[src/rtl/lcd_pkg.sv]
// lcd_pkg: sequencer state encoding and default sizing shared by the LCD command sequencer files.
package lcd_pkg;

    localparam int LCD_LAST_SEL   = 33;
    localparam int LCD_LOOKUP_LAT = 1;
    localparam int SEL_W          = 6;
    localparam int LAT_W          = 3;

    typedef enum logic [2:0] {
        IDLE     = 3'd0,
        ADDR     = 3'd1,
        WAIT_LKP = 3'd2,
        SEND     = 3'd3,
        DONE     = 3'd4
    } lcd_state_t;

endpackage

[src/rtl/lcd_sel_counter.sv]
// lcd_sel_counter: command-table index that steps 0..LAST_SEL, wraps after the last entry and can be cleared.
module lcd_sel_counter
    import lcd_pkg::*;
#(
    parameter int LAST_SEL = LCD_LAST_SEL
) (
    input  logic             clk,
    input  logic             rst_n,
    input  logic             clear,
    input  logic             incr,
    output logic [SEL_W-1:0] sel,
    output logic             last
);

    localparam logic [SEL_W-1:0] LAST_IDX = SEL_W'(LAST_SEL);

    // Treat anything at or above the final index as last so the index can never run past it.
    assign last = (sel >= LAST_IDX);

    // Clear wins over increment; incrementing from the last entry wraps back to zero.
    always_ff @(posedge clk or negedge rst_n) begin
        if (!rst_n) begin
            sel <= '0;
        end else if (clear) begin
            sel <= '0;
        end else if (incr) begin
            sel <= last ? '0 : sel + SEL_W'(1);
        end
    end

endmodule

[src/rtl/lcd_seq_ctrl.sv]
// lcd_seq_ctrl: walks the command table one index at a time, waits out the table latency,
// and hands each byte to the writer with a valid/ready handshake.
module lcd_seq_ctrl
    import lcd_pkg::*;
#(
    parameter int LAST_SEL   = LCD_LAST_SEL,
    parameter int LOOKUP_LAT = LCD_LOOKUP_LAT
) (
    input  logic             clk,
    input  logic             rst_n,
    input  logic             start,
    input  logic             repeat_en,
    input  logic             abort,
    input  logic             lookup_ready,
    input  logic [7:0]       lookup_data,
    output logic [SEL_W-1:0] sel_out,
    output logic [7:0]       tx_data,
    output logic             tx_valid,
    input  logic             tx_ready,
    output logic             busy,
    output logic             done
);

    localparam logic [LAT_W-1:0] LAT_LOAD = LAT_W'(LOOKUP_LAT - 1);

    lcd_state_t       state;
    logic             pending;
    logic [LAT_W-1:0] lat_cnt;
    logic             abort_hit;
    logic             launch;
    logic             accept;
    logic             sel_last;

    // Decode the events that move the index: abort and frame launch clear it, an accepted byte advances it.
    always_comb begin
        abort_hit = abort && (state != IDLE);
        launch    = (state == IDLE) && pending && lookup_ready;
        accept    = (state == SEND) && tx_valid && tx_ready;
    end

    lcd_sel_counter #(
        .LAST_SEL (LAST_SEL)
    ) u_sel (
        .clk   (clk),
        .rst_n (rst_n),
        .clear (abort_hit || launch),
        .incr  (accept && !abort_hit),
        .sel   (sel_out),
        .last  (sel_last)
    );

    // Frame sequencer with registered handshake and status outputs; abort overrides everything else.
    always_ff @(posedge clk or negedge rst_n) begin
        if (!rst_n) begin
            state    <= IDLE;
            pending  <= 1'b0;
            lat_cnt  <= '0;
            tx_data  <= '0;
            tx_valid <= 1'b0;
            busy     <= 1'b0;
            done     <= 1'b0;
        end else begin
            done <= 1'b0;
            if (abort_hit) begin
                state    <= IDLE;
                pending  <= 1'b0;
                tx_valid <= 1'b0;
                busy     <= 1'b0;
            end else begin
                case (state)
                    IDLE: begin
                        if (launch) begin
                            state   <= ADDR;
                            pending <= 1'b0;
                            busy    <= 1'b1;
                        end else if (start) begin
                            pending <= 1'b1;
                        end
                    end
                    ADDR: begin
                        if (lookup_ready) begin
                            lat_cnt <= LAT_LOAD;
                            state   <= WAIT_LKP;
                        end
                    end
                    WAIT_LKP: begin
                        if (!lookup_ready) begin
                            state <= ADDR;
                        end else if (lat_cnt == '0) begin
                            tx_data  <= lookup_data;
                            tx_valid <= 1'b1;
                            state    <= SEND;
                        end else begin
                            lat_cnt <= lat_cnt - LAT_W'(1);
                        end
                    end
                    SEND: begin
                        if (accept) begin
                            tx_valid <= 1'b0;
                            if (sel_last) begin
                                state <= DONE;
                                done  <= 1'b1;
                            end else begin
                                state <= ADDR;
                            end
                        end
                    end
                    DONE: begin
                        if (repeat_en && lookup_ready) begin
                            state <= ADDR;
                        end else begin
                            state <= IDLE;
                            busy  <= 1'b0;
                        end
                    end
                    default: begin
                        state    <= IDLE;
                        tx_valid <= 1'b0;
                        busy     <= 1'b0;
                    end
                endcase
            end
        end
    end

endmodule
[config.mk]
export PLATFORM = sky130hd
export DESIGN_NAME = lcd_seq_ctrl
export DESIGN_NICKNAME = d
export VERILOG_FILES = /design/src/rtl/lcd_pkg.sv /design/src/rtl/lcd_sel_counter.sv /design/src/rtl/lcd_seq_ctrl.sv
export SDC_FILE = /design/constraint.sdc
export NUM_CORES = 1
export LEC_CHECK = 0
export BUFFER_PORTS_ARGS = -buffer_cell sky130_fd_sc_hd__buf_4
export CAP_MARGIN = 25
export CORE_MARGIN = 2
export CORE_UTILIZATION = 40
export CTS_BUF_LIST = sky130_fd_sc_hd__clkbuf_8
export CTS_CLUSTER_DIAMETER = 200
export DETAILED_ROUTE_END_ITERATION = 7
export HOLD_SLACK_MARGIN = 0.08
export PLACE_DENSITY = 0.65
export RECOVER_POWER = 25
export SYNTH_ARGS = -nofsm -noshare
export SYNTH_HDL_FRONTEND = slang
export SYNTH_SLANG_ARGS = --single-unit
[constraint.sdc]
create_clock -name clk -period 1.5 [get_ports clk]
set_input_delay 0.15 -clock clk [delete_from_list [all_inputs] [get_ports clk]]
set_output_delay 0.15 -clock clk [all_outputs]
set_load 0.01 [all_outputs]
==> results.json <==
{
  "synth_area_per_cell_um2": 10.1,
  "crit_type": "flop to flop",
  "drt_first_pass_iters": 4,
  "rsz0062_at_grt": "true",
  "n_antenna_cell": 0,
  "ant_nets": 0,
  "viasPerCell": 5.49,
  "status": "finished, violations left",
  "cts-root-buf": "clkbuf_8",
  "fin_cells": 230,
  "portBuffers": 31,
  "placed_area_um2": 1800,
  "num_vias": 1263,
  "maxCapViolations": 0,
  "drt-initial-drc-count": 15,
  "netlist_area_um2": 1310,
  "cp_max_fo": 5,
  "power_frac_seq": 0.398,
  "slew_headroom": 0.596,
  "yosysWarningCount": 0,
  "fin_nets": 207,
  "die_x_um": 61.3,
  "dpl.cell_count": 222,
  "area_growth_pct": 47.2,
  "drive_above_1_share": 0.457,
  "die_h_um": 61.3,
  "grt_pass1_vias": 1199,
  "worst_pin_slew_ns": 0.606,
  "cpPeakStageDelay_ns": 0.49,
  "p_int_uw": 1550,
  "synthDistinctLibCells": 43,
  "cts_max_level": 1,
  "leakagePower_uw": 0.000903,
  "wl_mm": 3.28,
  "cp.required_ns": 1.69,
  "async_flop_share": 1.00,
  "clock_skew_ns": 0.00152,
  "dp_hpwl_mm": 2.37,
  "cts_tree": "yes",
  "startpoint": "u_sel.sel[1]",
  "p_sw_frac": 0.316,
  "grt_pass1_wl_mm": 5.12,
  "clock_path_buffers": 2,
  "wl_per_cell_um": 14.3,
  "hold_viol_final": 0,
  "ios": 32,
  "drc_errors": 0,
  "rows": 20,
  "yosysSeqAreaShare": 0.458,
  "clkPwrFrac": 0.194,
  "synth-main-ff-cell": "dfrtp_1",
  "cp_top_family": "simple AND/OR/NAND/NOR gates",
  "gp_congestion": 0.827,
  "path_cells": "inv_2 -> ha_4 -> or4b_4 -> o21ai_4 -> nand4b_1 -> a21oi_1",
  "dieArea_um2": 3760,
  "setup-violations-final": 17,
  "start_kind": "flop",
  "power_density_nw_per_um2": 1170,
  "synthCells": 130,
  "slowest_stage": "or4b_4",
  "antenna_found_initial": 0,
  "hold_path.class": "primary input to flop",
  "fin_crit_sh": 1.10,
  "min_period_ns": 1.65,
  "max_freq_mhz": 607,
  "start_util": 0.426,
  "reg2reg_from": "u_sel.sel[1]",
  "violations": "negative setup slack",
  "cts.sinks": 24,
  "synth_nets": 150,
  "core_um2": 3080,
  "worst_slack_ns": -0.148,
  "cp_num_buf_inv": 1,
  "track_usage": 0.186,
  "synth-edff-count": 0,
  "overflow": 0,
  "arrival_ns": 1.84,
  "critPathCaptureType": "flop",
  "path_clk_slew_ns": 0.08,
  "yosys_register_bits": 24,
  "ir_drop_mv": 0.672,
  "comb_power_share": 0.408,
  "clk_latency_ns": 0.26,
  "n_fill_cell": 279,
  "p_switching_uw": 717,
  "grt_max_degree": 25,
  "hold_start": "lookup_data[3]",
  "numCtsBuffers": 3,
  "stdcell_area_um2": 1930,
  "slew_violations": 0
}
-- cell usage after synthesis (all sizes together) (2+ instances only) --
cell | count | share of area
nor3 | 3 | 0.015
nand2 | 13 | 0.037
o211ai | 2 | 0.011
a22o | 3 | 0.020
clkbuf | 4 | 0.011
buf | 3 | 0.013
mux2 | 8 | 0.069
inv | 6 | 0.017
nand3 | 8 | 0.031
nand4 | 3 | 0.014
a21oi | 10 | 0.038
dfrtp | 24 | 0.46
nand2b | 2 | 0.0095
nand3b | 2 | 0.011
o21ai | 9 | 0.043
ha | 5 | 0.048
nor2 | 5 | 0.016
-- cells in the final DEF (no fill, tap or decap), types with 3 or more instances in the layout --
| master | instances |
|---|---|
| a21oi_1 | 9 |
| a22o_1 | 3 |
| buf_4 | 53 |
| clkbuf_8 | 4 |
| dfrtp_1 | 23 |
| ha_1 | 4 |
| inv_1 | 3 |
| inv_2 | 3 |
| mux2_4 | 8 |
| nand2_1 | 13 |
| nand3_1 | 8 |
| nand4_1 | 3 |
| nor2_1 | 3 |
| o21ai_0 | 3 |
| o21ai_1 | 5 |
-- kinds of logic after synthesis --
group                    after synthesis  synth area share
AND/OR/NAND/NOR                       45             0.198
AO/OA/AOI/OAI                         35             0.186
flip-flops                            24             0.458
buffers and inverters                 13            0.0419
multiplexers                           8            0.0686
adder cells (fa/ha/maj)                5            0.0477
-- power by group through the flow --
stage	registers, uW	logic, uW	clock network (uW)
after floorplan	963	429	0
after CTS	905	927	454
after detailed placement	915	916	0
final	904	924	440
after global routing	922	1010	480
after global placement	901	902	0
-- flip-flops by register name, indices dropped and copies added, names as in the netlist --
signal	flops
u_sel.sel	6
done	1
busy	1
lat_cnt	3
pending	1
state	3
tx_valid	1
tx_data	8
-- routing by layer --
layer,wire [um],track usage,up-vias
li1,-,-,592
met1,1470,0.225,640
met2,1670,0.327,29
met3,126,0.0315,2
met4,14,0.0745,0
met5,0,0,-
-- timing repair --
action / CTS / global route
hold buffers: 1 / 0
hold endpoints to repair: 24 / 0
cloned: 1 / 0
buffers inserted: 0 / 2
endpoints found under the setup margin: 17 / 18
gates resized for setup: 7 / 4
pin swaps: 7 / 4
-- path summary, 6_finish.rpt --
check	end	slack, ns	cells past startpoint
max	u_sel.sel[2]	-0.15	6
min	tx_data[3]	0.11	2
max reg2reg	u_sel.sel[2]	-0.15	6
min reg2reg	lat_cnt[1]	0.51	1
max in group asynchronous	u_sel.sel[0]	0.64	2
min in group asynchronous	tx_data[0]	0.43	2
-- worst register-to-register path, cell delays in order, from the launching register on --
cell and delay (ns):
dfrtp_1 0.40, inv_2 0.09, ha_4 0.12, or4b_4 0.49, o21ai_4 0.22, nand4b_1 0.13
a21oi_1 0.14
-- through the flow --
step / TNS, ns / setup WS (ns) / hold WS [ns] / util / power, uW
after floorplan: -1.98 / -0.199 / -0.146 / - / 1390
after global placement: -1.71 / -0.182 / 0.0669 / 0.586 / 1800
after detailed placement: -2.31 / -0.241 / 0.0711 / 0.586 / 1830
after CTS: -1.49 / -0.152 / 0.106 / 0.619 / 2290
after global routing: -2.11 / -0.201 / 0.0983 / 0.628 / 2410
final: -1.30 / -0.148 / 0.113 / 0.628 / 2270
-- final cells by class --
type,count,area [um2],area share
Inverter,6,22.5,0.0117
Clock buffer,4,55.1,0.0285
Tap cell,44,55.1,0.0285
Sequential cell,24,602,0.312
Timing Repair Buffer,58,455,0.236
Multi-Input combinational cell,94,742,0.384
No activity file was read; power rests on OpenSTA's default activity.
